<file path="config.mk">
export PLATFORM = sky130hd
export DESIGN_NAME = cmd_decoder
export DESIGN_NICKNAME = d
export VERILOG_FILES = /design/src/rtl/cmd_decoder_pkg.sv /design/src/rtl/cmd_decoder_byte_gap_timer.sv /design/src/rtl/cmd_decoder.sv
export SDC_FILE = /design/constraint.sdc
export NUM_CORES = 1
export LEC_CHECK = 0
export ABC_AREA = 1
export BUFFER_PORTS_ARGS = -buffer_cell sky130_fd_sc_hd__buf_2
export CAP_MARGIN = 25
export CORE_ASPECT_RATIO = 1.75
export CORE_UTILIZATION = 58
export DETAILED_ROUTE_END_ITERATION = 12
export PLACE_DENSITY = 0.76
export SYNTH_ARGS = -nofsm -noshare
export SYNTH_HDL_FRONTEND = slang
export SYNTH_SLANG_ARGS = --single-unit
</file>
<file path="constraint.sdc">
create_clock -name clk -period 2.2 [get_ports clk]
set_input_delay 0.44 -clock clk [delete_from_list [all_inputs] [get_ports clk]]
set_output_delay 0.44 -clock clk [all_outputs]
set_load 0.02 [all_outputs]
</file>
<file path="src/rtl/cmd_decoder_pkg.sv">
// rtl/cmd_decoder_pkg.sv - shared framing constants and decoder state type
package cmd_decoder_pkg;

    // Shared with the transmit-side encoder so both ends agree on framing.
    localparam logic [7:0] DEF_PREFIX   = 8'hAA;
    localparam logic [7:0] DEF_ADDR_AST = 8'h01;
    localparam int         DEF_N_SRC    = 8;

    typedef enum logic [2:0] {
        ST_IDLE     = 3'd0,
        ST_GET_ADDR = 3'd1,
        ST_GET_DEST = 3'd2,
        ST_GET_LEN  = 3'd3,
        ST_GET_DATA = 3'd4,
        ST_GET_CRC  = 3'd5
    } state_t;

endpackage

</file>
<file path="src/rtl/cmd_decoder_byte_gap_timer.sv">
// rtl/cmd_decoder_byte_gap_timer.sv - idle-clock counter between bytes of a frame
module byte_gap_timer #(
    parameter int TIMEOUT = 1000
) (
    input  logic clk,
    input  logic n_rst,
    input  logic en,
    input  logic clr,
    output logic expired
);

    localparam int W = $clog2(TIMEOUT + 1);

    logic [W-1:0] cnt;

    assign expired = en && (cnt == W'(TIMEOUT));

    // Saturates at TIMEOUT; the owner leaves its frame state, which drops en.
    always_ff @(posedge clk or negedge n_rst) begin
        if (!n_rst) begin
            cnt <= '0;
        end else if (clr || !en) begin
            cnt <= '0;
        end else if (!expired) begin
            cnt <= cnt + 1'b1;
        end
    end

endmodule

</file>
<file path="src/rtl/cmd_decoder.sv">
// rtl/cmd_decoder.sv - receive-side frame parser steering payload into destination FIFOs
module cmd_decoder
    import cmd_decoder_pkg::*;
#(
    parameter int         N_DST   = DEF_N_SRC,
    parameter logic [7:0] PREFIX  = DEF_PREFIX,
    parameter logic [7:0] MY_ADDR = DEF_ADDR_AST,
    parameter int         TIMEOUT = 1000
) (
    input  logic             clk,
    input  logic             n_rst,
    input  logic [7:0]       rx_data,
    input  logic             rx_valid,
    input  logic [N_DST-1:0] full_bus,
    output logic [7:0]       wr_data,
    output logic [N_DST-1:0] wrreq_bus,
    output logic             pkt_done,
    output logic             pkt_ok,
    output logic [7:0]       pkt_dest,
    output logic             err_timeout
);

    state_t     state, state_nxt;
    logic [7:0] dest_r, dest_nxt;
    logic [7:0] len_r, len_nxt;
    logic [7:0] cnt_r, cnt_nxt;
    logic [7:0] crc_r, crc_nxt;
    logic       bad_r, bad_nxt;

    logic [7:0]       wr_data_nxt;
    logic [N_DST-1:0] wrreq_nxt;
    logic             done_nxt;
    logic             ok_nxt;
    logic [7:0]       pdest_nxt;
    logic             to_nxt;

    logic             expired;
    logic             dest_full;
    logic [N_DST-1:0] dest_onehot;

    byte_gap_timer #(
        .TIMEOUT (TIMEOUT)
    ) u_gap_timer (
        .clk     (clk),
        .n_rst   (n_rst),
        .en      (state != ST_IDLE),
        .clr     (rx_valid),
        .expired (expired)
    );

    // Decode the 8-bit dest against the vector width without out-of-range indexing.
    always_comb begin
        dest_full   = 1'b0;
        dest_onehot = '0;
        for (int i = 0; i < N_DST; i++) begin
            if (dest_r == 8'(i)) begin
                dest_full      = full_bus[i];
                dest_onehot[i] = 1'b1;
            end
        end
    end

    always_comb begin
        state_nxt   = state;
        dest_nxt    = dest_r;
        len_nxt     = len_r;
        cnt_nxt     = cnt_r;
        crc_nxt     = crc_r;
        bad_nxt     = bad_r;
        wr_data_nxt = wr_data;
        wrreq_nxt   = '0;
        done_nxt    = 1'b0;
        ok_nxt      = pkt_ok;
        pdest_nxt   = pkt_dest;
        to_nxt      = 1'b0;

        if (rx_valid) begin
            case (state)
                ST_IDLE: begin
                    if (rx_data == PREFIX) begin
                        state_nxt = ST_GET_ADDR;
                    end
                end
                ST_GET_ADDR: begin
                    state_nxt = (rx_data == MY_ADDR) ? ST_GET_DEST : ST_IDLE;
                end
                ST_GET_DEST: begin
                    dest_nxt  = rx_data;
                    bad_nxt   = (32'(rx_data) >= N_DST);
                    state_nxt = ST_GET_LEN;
                end
                ST_GET_LEN: begin
                    len_nxt   = rx_data;
                    cnt_nxt   = '0;
                    crc_nxt   = '0;
                    state_nxt = (rx_data != 8'd0) ? ST_GET_DATA : ST_GET_CRC;
                end
                ST_GET_DATA: begin
                    crc_nxt = crc_r + rx_data;
                    cnt_nxt = cnt_r + 8'd1;
                    if (!bad_r) begin
                        if (dest_full) begin
                            bad_nxt = 1'b1;
                        end else begin
                            wr_data_nxt = rx_data;
                            wrreq_nxt   = dest_onehot;
                        end
                    end
                    if (cnt_nxt == len_r) begin
                        state_nxt = ST_GET_CRC;
                    end
                end
                ST_GET_CRC: begin
                    done_nxt  = 1'b1;
                    ok_nxt    = !bad_r && (rx_data == crc_r);
                    pdest_nxt = dest_r;
                    state_nxt = ST_IDLE;
                end
                default: begin
                    state_nxt = ST_IDLE;
                end
            endcase
        end else if (expired) begin
            to_nxt    = 1'b1;
            state_nxt = ST_IDLE;
        end
    end

    always_ff @(posedge clk or negedge n_rst) begin
        if (!n_rst) begin
            state       <= ST_IDLE;
            dest_r      <= '0;
            len_r       <= '0;
            cnt_r       <= '0;
            crc_r       <= '0;
            bad_r       <= 1'b0;
            wr_data     <= '0;
            wrreq_bus   <= '0;
            pkt_done    <= 1'b0;
            pkt_ok      <= 1'b0;
            pkt_dest    <= '0;
            err_timeout <= 1'b0;
        end else begin
            state       <= state_nxt;
            dest_r      <= dest_nxt;
            len_r       <= len_nxt;
            cnt_r       <= cnt_nxt;
            crc_r       <= crc_nxt;
            bad_r       <= bad_nxt;
            wr_data     <= wr_data_nxt;
            wrreq_bus   <= wrreq_nxt;
            pkt_done    <= done_nxt;
            pkt_ok      <= ok_nxt;
            pkt_dest    <= pdest_nxt;
            err_timeout <= to_nxt;
        end
    end

endmodule

</file>
==> flow_summary.toml, run 1 <==
[run_status]
status = "complete, no violations"

[logic_synthesis]
synthMuxAreaShare_pct = 0
yosysWarnings = 0
synthFlopType = "dfrtp_1"
ys_top_cells_by_count = "nand2_1, dfrtp_1, inv_1"
ys_ff_latch = 73
synthDistinctLibCells = 35
synth_fa_ha_area_share_pct = 3.84
synth-xor-area-share_pct = 1.39
syn_avg_cell_area_sq_um = 8.00
synthCells = 473
synth_top_cell_area_share_pct = 48.3
synthSimpleGateAreaFrac_pct = 31.3
synthArstFlopShare_pct = 100
synth-compound-area-share_pct = 8.33
synth.most_common_cell = "nand2_1"
synth_top_area_cell = "dfrtp_1"
ys_top_cells_by_area = "dfrtp_1, nand2_1, inv_1"
netlist_area_sq_um = 3780
synth_nets = 503
synth-edff-count = 0
yosysSeqAreaShare_pct = 48.3
synth_top_family_by_area = "simple AND/OR/NAND/NOR gates"

[placement]
place_congestion = 0.890
place_inst = 595
io_buffer_count = 45
place_area_sq_um = 4110
place_ws_ps = 44.2
dp.final_hpwl_microns = 6390

[clock_tree]
tritoncts = "yes"
path_clk_slew_ps = 80
cts_setup_buffers = 0
clk_path_buf_depth = 2
cts_sinks = 73
cts-buffers-inserted = 9
clk_latency_ps = 350
cts_root_buf = "clkbuf_8"
htreeDepth = 3

[power_and_ir_drop]
netSwitchingFraction_pct = 40.0
pwr-share-comb_pct = 35.1
p_seq_share_pct = 42.7
total_switching_power_mw = 1.88
vdd_drop_max_mv = 0.649
intPower_mw = 2.82
total_leakage_power_nw = 2.23
clkPwrFrac_pct = 22.2
powerDensity_nw_per_um2 = 1090
p_total_mw = 4.70

[die]
coreArea_sq_um = 6230
num_io_pins = 46
die-area_sq_um = 6860
initial_core_util_pct = 60.7
die_h_microns = 109
die-width_microns = 63.1
rows = 38

[global_routing]
grt_start_max_net_pins = 74
antenna_found_initial = 0
grt_pass1_wl_microns = 14100
grt_use_total_pct = 27.3
grt_pass1_vias = 3175
gr-total-overflow = 0

[layout]
antennaDiodeCount = 0
final_cells = 611
nets = 556
fill_cells = 546
syn_to_final_growth_pct = 13.8
layout-drive-gt1-share_pct = 16.9
fin_area_sq_um = 4300

[worst_setup_path]
cp.arrival_ps = 2240
cpPeakStageDelay_ps = 640
cp_top_family = "simple AND/OR/NAND/NOR gates"
required_ps = 2460
path_class = "reg -> reg"
crit_path_start_kind = "flop"
endpoint_kind = "flop"
critPathBufInv = 2
cp_slowest_cell = "nor2_1"
cp_cell_sequence = "nor2_1, inv_1, nor3_4, nor2_1, inv_1, o21ai_0"
path_max_fanout = 12

[sta]
fin_ws_ps = 221
finalCritPeriodShare_pct = 90.0
setup_viol = 0
slew_headroom_pct = 44.2
fin_skew_ps = 11.3
slew_viol_final = 0
clock.fmax_mhz = 505
fin_tns_setup_ps = 0
hold_violations = 0
rsz0062_at_grt = "no"
tightest_slew_ps = 834
period_needed_ps = 1980

[flow_run]
cap_viol_max_count = 0

[route]
wl_per_cell_microns = 13.7
vias_per_cell = 5.42
drtAntennaViolNets = 0
drc = 0
drt_first_pass_iters = 4
routed_wl_microns = 8350
drt_iter0_drc = 246
dr_total_vias = 3309

[worst_hold_path]
hold_path.class = "in -> async"
-- worst paths after layout --
| path | from | to | slack, ps | cells after the start |
|---|---|---|---|---|
| worst max register to register | state[2] | cnt_r[6] | 220 | 6 |
| worst min-delay path | n_rst | dest_r[7] | 110 | 2 |
| max in group asynchronous | n_rst | crc_r[7] | 1780 | 2 |
| worst max-delay path | state[2] | cnt_r[6] | 220 | 6 |
| min in group clk | rx_data[2] | wr_data[2] | 370 | 3 |
| worst min register to register | wr_data[5] | wr_data[5] | 470 | 2 |
-- cell type report --
cell class | count | area [sq um] | area share, %
timing repair buffer | 49 | 268 | 6.22
sequential | 73 | 1830 | 42.4
tap | 80 | 100 | 2.33
clock inverter | 6 | 67.6 | 1.57
clock buffer | 10 | 128 | 2.97
multi-input combinational | 336 | 1700 | 39.5
inverter | 57 | 214 | 4.97
-- routing by layer --
layer  GRT usage (%)  part of all wire, %  vias to the layer above
met5               0                    0                        -
met4            19.8                  4.1                        0
met3            3.45                  4.3                       25
met2            49.2                   53                       91
met1            29.0                   38                     1553
li1                -                    -                     1640
-- registers in the layout, indices dropped and copies added, names as in the netlist --
| signal | flops |
|---|---|
| err_timeout | 1 |
| wr_data | 8 |
| wrreq_bus | 8 |
| len_r | 8 |
| pkt_done | 1 |
| crc_r | 8 |
| bad_r | 1 |
| cnt_r | 8 |
| dest_r | 8 |
| u_gap_timer.cnt | 10 |
| pkt_dest | 8 |
| state | 3 |
| pkt_ok | 1 |
-- per-stage QoR --
stage / hold slack [ps] / util, %
after detailed placement: 459 / 65.9
after global routing: 138 / 69.1
after global placement: 454 / 65.9
after floorplan: 144 / -
after CTS: 122 / 69.1
final: 110 / 69.1
-- kinds of logic (layout without fill, tap and decap cells) --
logic type	Yosys count	count (layout)
AO/OA/AOI/OAI	59	59
XOR/XNOR	6	6
adder cells (fa/ha/maj)	11	11
buffers and inverters	64	122
flip-flops	73	73
AND/OR/NAND/NOR	260	260
-- worst reg2reg max path, stage by stage (launching register included) --
cell and delay [ps]:
dfrtp_1 430, nor2_1 100, inv_1 100, nor3_4 60, nor2_1 640, inv_1 290, o21ai_0 260
-- what timing repair did --
action,in CTS,in global routing
hold buffers,0,0
resized for setup,0,1
setup endpoints to repair,0,1
-- layout by cell type, fill, tap and decap left out, drive strengths merged, types with 5 or more instances in the layout --
cell,count
nand4,13
nor3,8
nor2,49
buf,49
nand3,34
o21ai,38
clkbuf,10
nand3b,5
inv,58
a21oi,12
dfrtp,73
nand2,145
ha,10
-- power by group through the flow --
stage	Clock [mW]	Combinational, mW	Sequential [mW]
2_1_floorplan	0	1.13	2.08
3_3_place_gp	0	1.60	2.01
3_5_place_dp	0	1.66	2.02
4_1_cts	1.07	1.67	2.00
5_1_grt	1.11	1.90	2.06
6_report	1.04	1.65	2.00
Power figures use the tool's default switching activity.
==> inputs of run 2 (changes only) <==
--- a/config.mk
+++ b/config.mk
@@ -11,7 +11,8 @@
 export CORE_ASPECT_RATIO = 1.75
 export CORE_UTILIZATION = 58
 export DETAILED_ROUTE_END_ITERATION = 12
-export PLACE_DENSITY = 0.76
+export PLACE_DENSITY = 0.75
 export SYNTH_ARGS = -nofsm -noshare
 export SYNTH_HDL_FRONTEND = slang
+export SYNTH_HIERARCHICAL = 1
 export SYNTH_SLANG_ARGS = --single-unit
==> run 2 against run 1 <==
  * Hold slack gained 280 ps
  * Clock skew shrank 7.4 ps
  * Final cell count grew 5.9%
  * Die area grew 3.3%
  * Combinational power grew 2%
  * First-iteration DRC count grew 6.5%
  * Critical path type unchanged
==> flow_summary.toml, run 2 <==
[clock_tree]
clk_path_buf_depth = 2
htreeDepth = 3
cts_setup_buffers = 0
tritoncts = "yes"
path_clk_slew_ps = 50
cts_root_buf = "clkbuf_16"
clk_latency_ps = 340
cts-buffers-inserted = 9
cts_sinks = 73

[die]
rows = 39
die-area_sq_um = 7090
die_h_microns = 111
num_io_pins = 46
coreArea_sq_um = 6540
initial_core_util_pct = 59.8
die-width_microns = 64.1

[sta]
whs_ps = 385
hold_violations = 0
period_needed_ps = 1940
fin_skew_ps = 3.89
rsz0062_at_grt = "no"
clock.fmax_mhz = 515
slew_headroom_pct = 59.4
tightest_slew_ps = 601
finalCritPeriodShare_pct = 88.2
fin_tns_setup_ps = 0
slew_viol_final = 0
setup_viol = 0

[global_routing]
grt_use_total_pct = 28.7
grt_start_max_net_pins = 44
antenna_found_initial = 0
grt_pass1_vias = 3495
gr-total-overflow = 0
grt_pass1_wl_microns = 15300

[route]
routed_wl_microns = 9000
wl_per_cell_microns = 13.9
drc = 0
vias_per_cell = 5.45
dr_total_vias = 3526
drt_first_pass_iters = 4
drt_iter0_drc = 262
drtAntennaViolNets = 0

[logic_synthesis]
ys_top_cells_by_count = "nand2_1, dfrtp_1, inv_1"
ys_ff_latch = 73
synthArstFlopShare_pct = 100
synth_top_cell_area_share_pct = 46.7
syn_avg_cell_area_sq_um = 7.74
synth.most_common_cell = "nand2_1"
yosysSeqAreaShare_pct = 46.7
synth_top_area_cell = "dfrtp_1"
netlist_area_sq_um = 3910
synth_nets = 535
synthCells = 505
yosysWarnings = 6
ys_top_cells_by_area = "dfrtp_1, nand2_1, inv_1"
synth-edff-count = 0
synthDistinctLibCells = 37
synthFlopType = "dfrtp_1"

[power_and_ir_drop]
powerDensity_nw_per_um2 = 1150
p_total_mw = 5.25
total_leakage_power_nw = 2.38
vdd_drop_max_mv = 0.653

[layout]
layout-drive-gt1-share_pct = 16.1
final_cell_mix = "nand2_1, dfrtp_1, inv_1"
final_core_util_pct = 70.0
final_common_cell = "nand2_1"
largest_reg_flops = 10
syn_to_final_growth_pct = 17.1
antennaDiodeCount = 0
nets = 591
largest-register = "u_gap_timer/cnt"
fill_cells = 571

[worst_setup_path]
critPathBufInv = 0
cpPeakStageDelay_ps = 470
path_max_fanout = 7
cp_slowest_cell = "dfrtp_1"
required_ps = 2430
endpoint_kind = "flop"
crit_path_start_kind = "flop"
cp.arrival_ps = 2170
crit_top_cell = "nand2_1"
cp_top_family = "simple AND/OR/NAND/NOR gates"
path_class = "reg -> reg"
cp_cell_sequence = "ha_1, nand3_1, nand2_1, nand2_1, nand2_1, nand3_1, nor2_1, nand3_1, nand2_1, nand2_1, nand2_1, nand2_1"

[placement]
place_congestion = 0.981
dp.final_hpwl_microns = 6820
io_buffer_count = 45

[flow_run]
cap_viol_max_count = 0

[run_status]
status = "complete, no violations"

[worst_hold_path]
hold_path.class = "in -> reg"
==> run 2: path summary, 6_finish.rpt <==
path	start	to	slack [ps]	cells after the start
worst max-delay path	cnt_r[0]	state[2]	260	12
worst min-delay path	rx_data[4]	wr_data[4]	390	3
worst max register to register	cnt_r[0]	state[2]	260	12
worst min register to register	pkt_dest[7]	pkt_dest[7]	470	2
max in group asynchronous	n_rst	wrreq_bus[7]	1130	3
min in group asynchronous	n_rst	cnt_r[2]	530	2
==> run 2: per-layer routing <==
metal	GRT usage (%)	routed length, microns	up-vias
met2	51.6	4890	75
li1	-	-	1751
met5	0	0	-
met3	4.96	277	28
met4	18.0	333	0
met1	29.6	3490	1672
==> run 2: worst reg2reg max path, stage by stage (launching register included) <==
cell	delay, ps
dfrtp_1	470
ha_1	340
nand3_1	140
nand2_1	110
nand2_1	80
nand2_1	70
nand3_1	80
nor2_1	130
nand3_1	100
nand2_1	110
nand2_1	90
nand2_1	80
nand2_1	50
==> run 2: metrics by stage <==
step	setup WS, ps	instance area, sq um	cells
floorplan	492	3910	505
global placement	269	4250	631
detailed placement	244	4250	631
CTS	236	4580	647
global route	50.3	4580	647
finish	259	4580	647
==> run 2: timing repair <==
action                                  in CTS  in global routing
resized for setup                            0                  0
endpoints found under the hold margin       11                  0
hold buffers                                 1                  0
endpoints found under the setup margin       0                  0
==> run 2: cell type report <==
type,count,area (sq um),share of cell area [%]
clock buffers,13,280,6.12
clock inverters,2,35.0,0.765
inverters,62,233,5.08
multi-input cells,362,1800,39.3
flip-flops and latches,73,1830,39.9
well taps,82,103,2.24
repair buffers,53,300,6.56
==> run 2: cell families (layout without fill, tap and decap cells) <==
kind of cell	Yosys count	in the layout	synth area share [%]
xor gates and xnor gates	4	4	0.896
AOI/OAI and AO/OA	56	56	8.13
adders and majority gates	11	11	3.71
buffers and inverters	70	130	7.20
and+or+nand+nor	291	291	33.3
DFF	73	73	46.7
==> run 2: power breakdown <==
group	total [mW]	leakage (nW)	switching, mW	internal [mW]
sequential	2.03	0.980	0.323	1.71
combinational	1.69	1.25	1.09	0.592
clock	1.53	0.158	0.538	0.992
==> inputs of run 3 (changes only) <==
--- a/config.mk
+++ b/config.mk
@@ -12,6 +12,8 @@
 export CORE_UTILIZATION = 58
 export DETAILED_ROUTE_END_ITERATION = 12
 export PLACE_DENSITY = 0.75
+export RECOVER_POWER = 50
+export SKIP_LAST_GASP = 1
 export SYNTH_ARGS = -nofsm -noshare
 export SYNTH_HDL_FRONTEND = slang
 export SYNTH_HIERARCHICAL = 1
==> run 3 against run 2 <==
  * Register-to-register slack barely moved
  * Hold slack barely moved
  * Combinational power barely moved
  * First-iteration DRC count rose by 14%
  * Final area fell by 0.57%
  * Via count fell by 1.3%
  * Core utilization fell by 0.40 points
  * Critical path depth did not move
  * Power fell by 0.29%
  * Sequential cell count did not move
  * Global-route usage did not move
  * Highest routed layer unchanged
==> flow_summary.toml, run 3 (synthesis gave the netlist of run 2 again) <==
[run_status]
status = "complete, no violations"

[layout]
largest_reg_flops = 10
fill_cells = 581
antennaDiodeCount = 0
seqCellArea_sq_um = 1830
syn_to_final_growth_pct = 16.4
multiInputGateArea_sq_um = 1800
final_cell_mix = "nand2_1, dfrtp_1, inv_1"
layout-drive-gt1-share_pct = 14.9
largest-register = "u_gap_timer/cnt"
nets = 591
final_common_cell = "nand2_1"

[sta]
fin_tns_setup_ps = 0
slew_viol_final = 0
setup_viol = 0
slew_headroom_pct = 55.4
period_needed_ps = 1950
whs_ps = 385
clock.fmax_mhz = 512
rsz0062_at_grt = "no"
tightest_slew_ps = 669
fin_ws_ps = 248
fin_skew_ps = 3.91
hold_violations = 0
finalCritPeriodShare_pct = 88.7

[clock_tree]
cts-buffers-inserted = 9
cts_setup_buffers = 0
htreeDepth = 3
clk_path_buf_depth = 2
cts_sinks = 73
tritoncts = "yes"
cts_root_buf = "clkbuf_16"
clk_latency_ps = 340
path_clk_slew_ps = 50

[placement]
dp.final_hpwl_microns = 6820
io_buffer_count = 45
place_ws_ps = 244
place_congestion = 0.981

[worst_hold_path]
hold_path.class = "in -> reg"

[global_routing]
antenna_found_initial = 0
grt_use_total_pct = 28.7
grt_pass1_vias = 3495
grt_pass1_wl_microns = 15300
grt_start_max_net_pins = 44
gr-total-overflow = 0

[route]
vias_per_cell = 5.38
drt_first_pass_iters = 4
drtAntennaViolNets = 0
routed_wl_microns = 8980
drc = 0
drt_iter0_drc = 298
wl_per_cell_microns = 13.9
dr_total_vias = 3479

[power_and_ir_drop]
vdd_drop_max_mv = 0.654
p_total_mw = 5.23
total_leakage_power_nw = 2.35
powerDensity_nw_per_um2 = 1150

[die]
die-area_sq_um = 7090
num_io_pins = 46
initial_core_util_pct = 59.8
die-width_microns = 64.1
die_h_microns = 111
rows = 39
coreArea_sq_um = 6540

[worst_setup_path]
path_class = "reg -> reg"
crit_top_cell = "nand2_1"
cp_cell_sequence = "ha_1, nand3_1, nand2_1, nand2_1, nand2_1, nand3_1, nor2_1, nand3_1, nand2_1, nand2_1, nand2_1, nand2_1"
path_max_fanout = 7
cp_slowest_cell = "dfrtp_1"
cp.arrival_ps = 2180
required_ps = 2430
crit_path_start_kind = "flop"
endpoint_kind = "flop"
cpPeakStageDelay_ps = 470

[flow_run]
cap_viol_max_count = 0
[run 3: cell types whose count changed in the layout (fill, tap and decap cells not counted), sizes merged]
cell | before | now
clkbuf | 13 | 22
buf | 52 | 43
[run 3: repair_timing]
action / CTS / global route
hold buffers: 1 / 0
endpoints found under the hold margin: 11 / 0
resized for setup: 0 / 0
[run 3: area by class of cell]
cell class / instances / share of cell area, %
sequential: 73 / 40.1
multi-input combinational: 362 / 39.6
clock buffer: 13 / 6.16
timing repair buffer: 53 / 6.02
inverter: 62 / 5.11
tap: 82 / 2.25
clock inverter: 2 / 0.769
[run 3: layer usage]
metal  vias to the layer above  GRT usage, %  wire length (microns)
met5                         -             0                      0
li1                       1748             -                      -
met4                         0          18.0                    324
met3                        26          4.96                    261
met2                        71          51.6                   4890
met1                      1634          29.6                   3500
[run 3: report_power, final]
part           internal [mW]  switching [mW]  total (mW)
Clock                  0.992           0.534        1.53
Combinational          0.583            1.09        1.68
Sequential              1.71           0.320        2.03
[run 3: stage by stage]
stage	instances	util, %	instance area [sq um]
final	647	69.6	4550
after global routing	647	69.6	4550
after CTS	647	70.0	4580
after detailed placement	631	65.1	4250
after global placement	631	65.1	4250
after floorplan	505	-	3910
[run 3: worst max-delay path: cells and delay by family (launching register included)]
| family | cells | cell delay [ps] |
|---|---|---|
| simple gates | 11 | 1050 |
| fa+ha+maj | 1 | 340 |
| flops | 1 | 470 |
[run 3: worst paths after layout]
path                              from  slack, ps           to  cells past startpoint
hold reg to reg            pkt_dest[2]        470  pkt_dest[2]                      2
setup / recovery              cnt_r[0]        250     state[2]                     12
hold / removal              rx_data[4]        390   wr_data[4]                      3
min in group asynchronous        n_rst        650     cnt_r[2]                      2
setup reg to reg              cnt_r[0]        250     state[2]                     12
max in group asynchronous        n_rst        460     crc_r[4]                      3
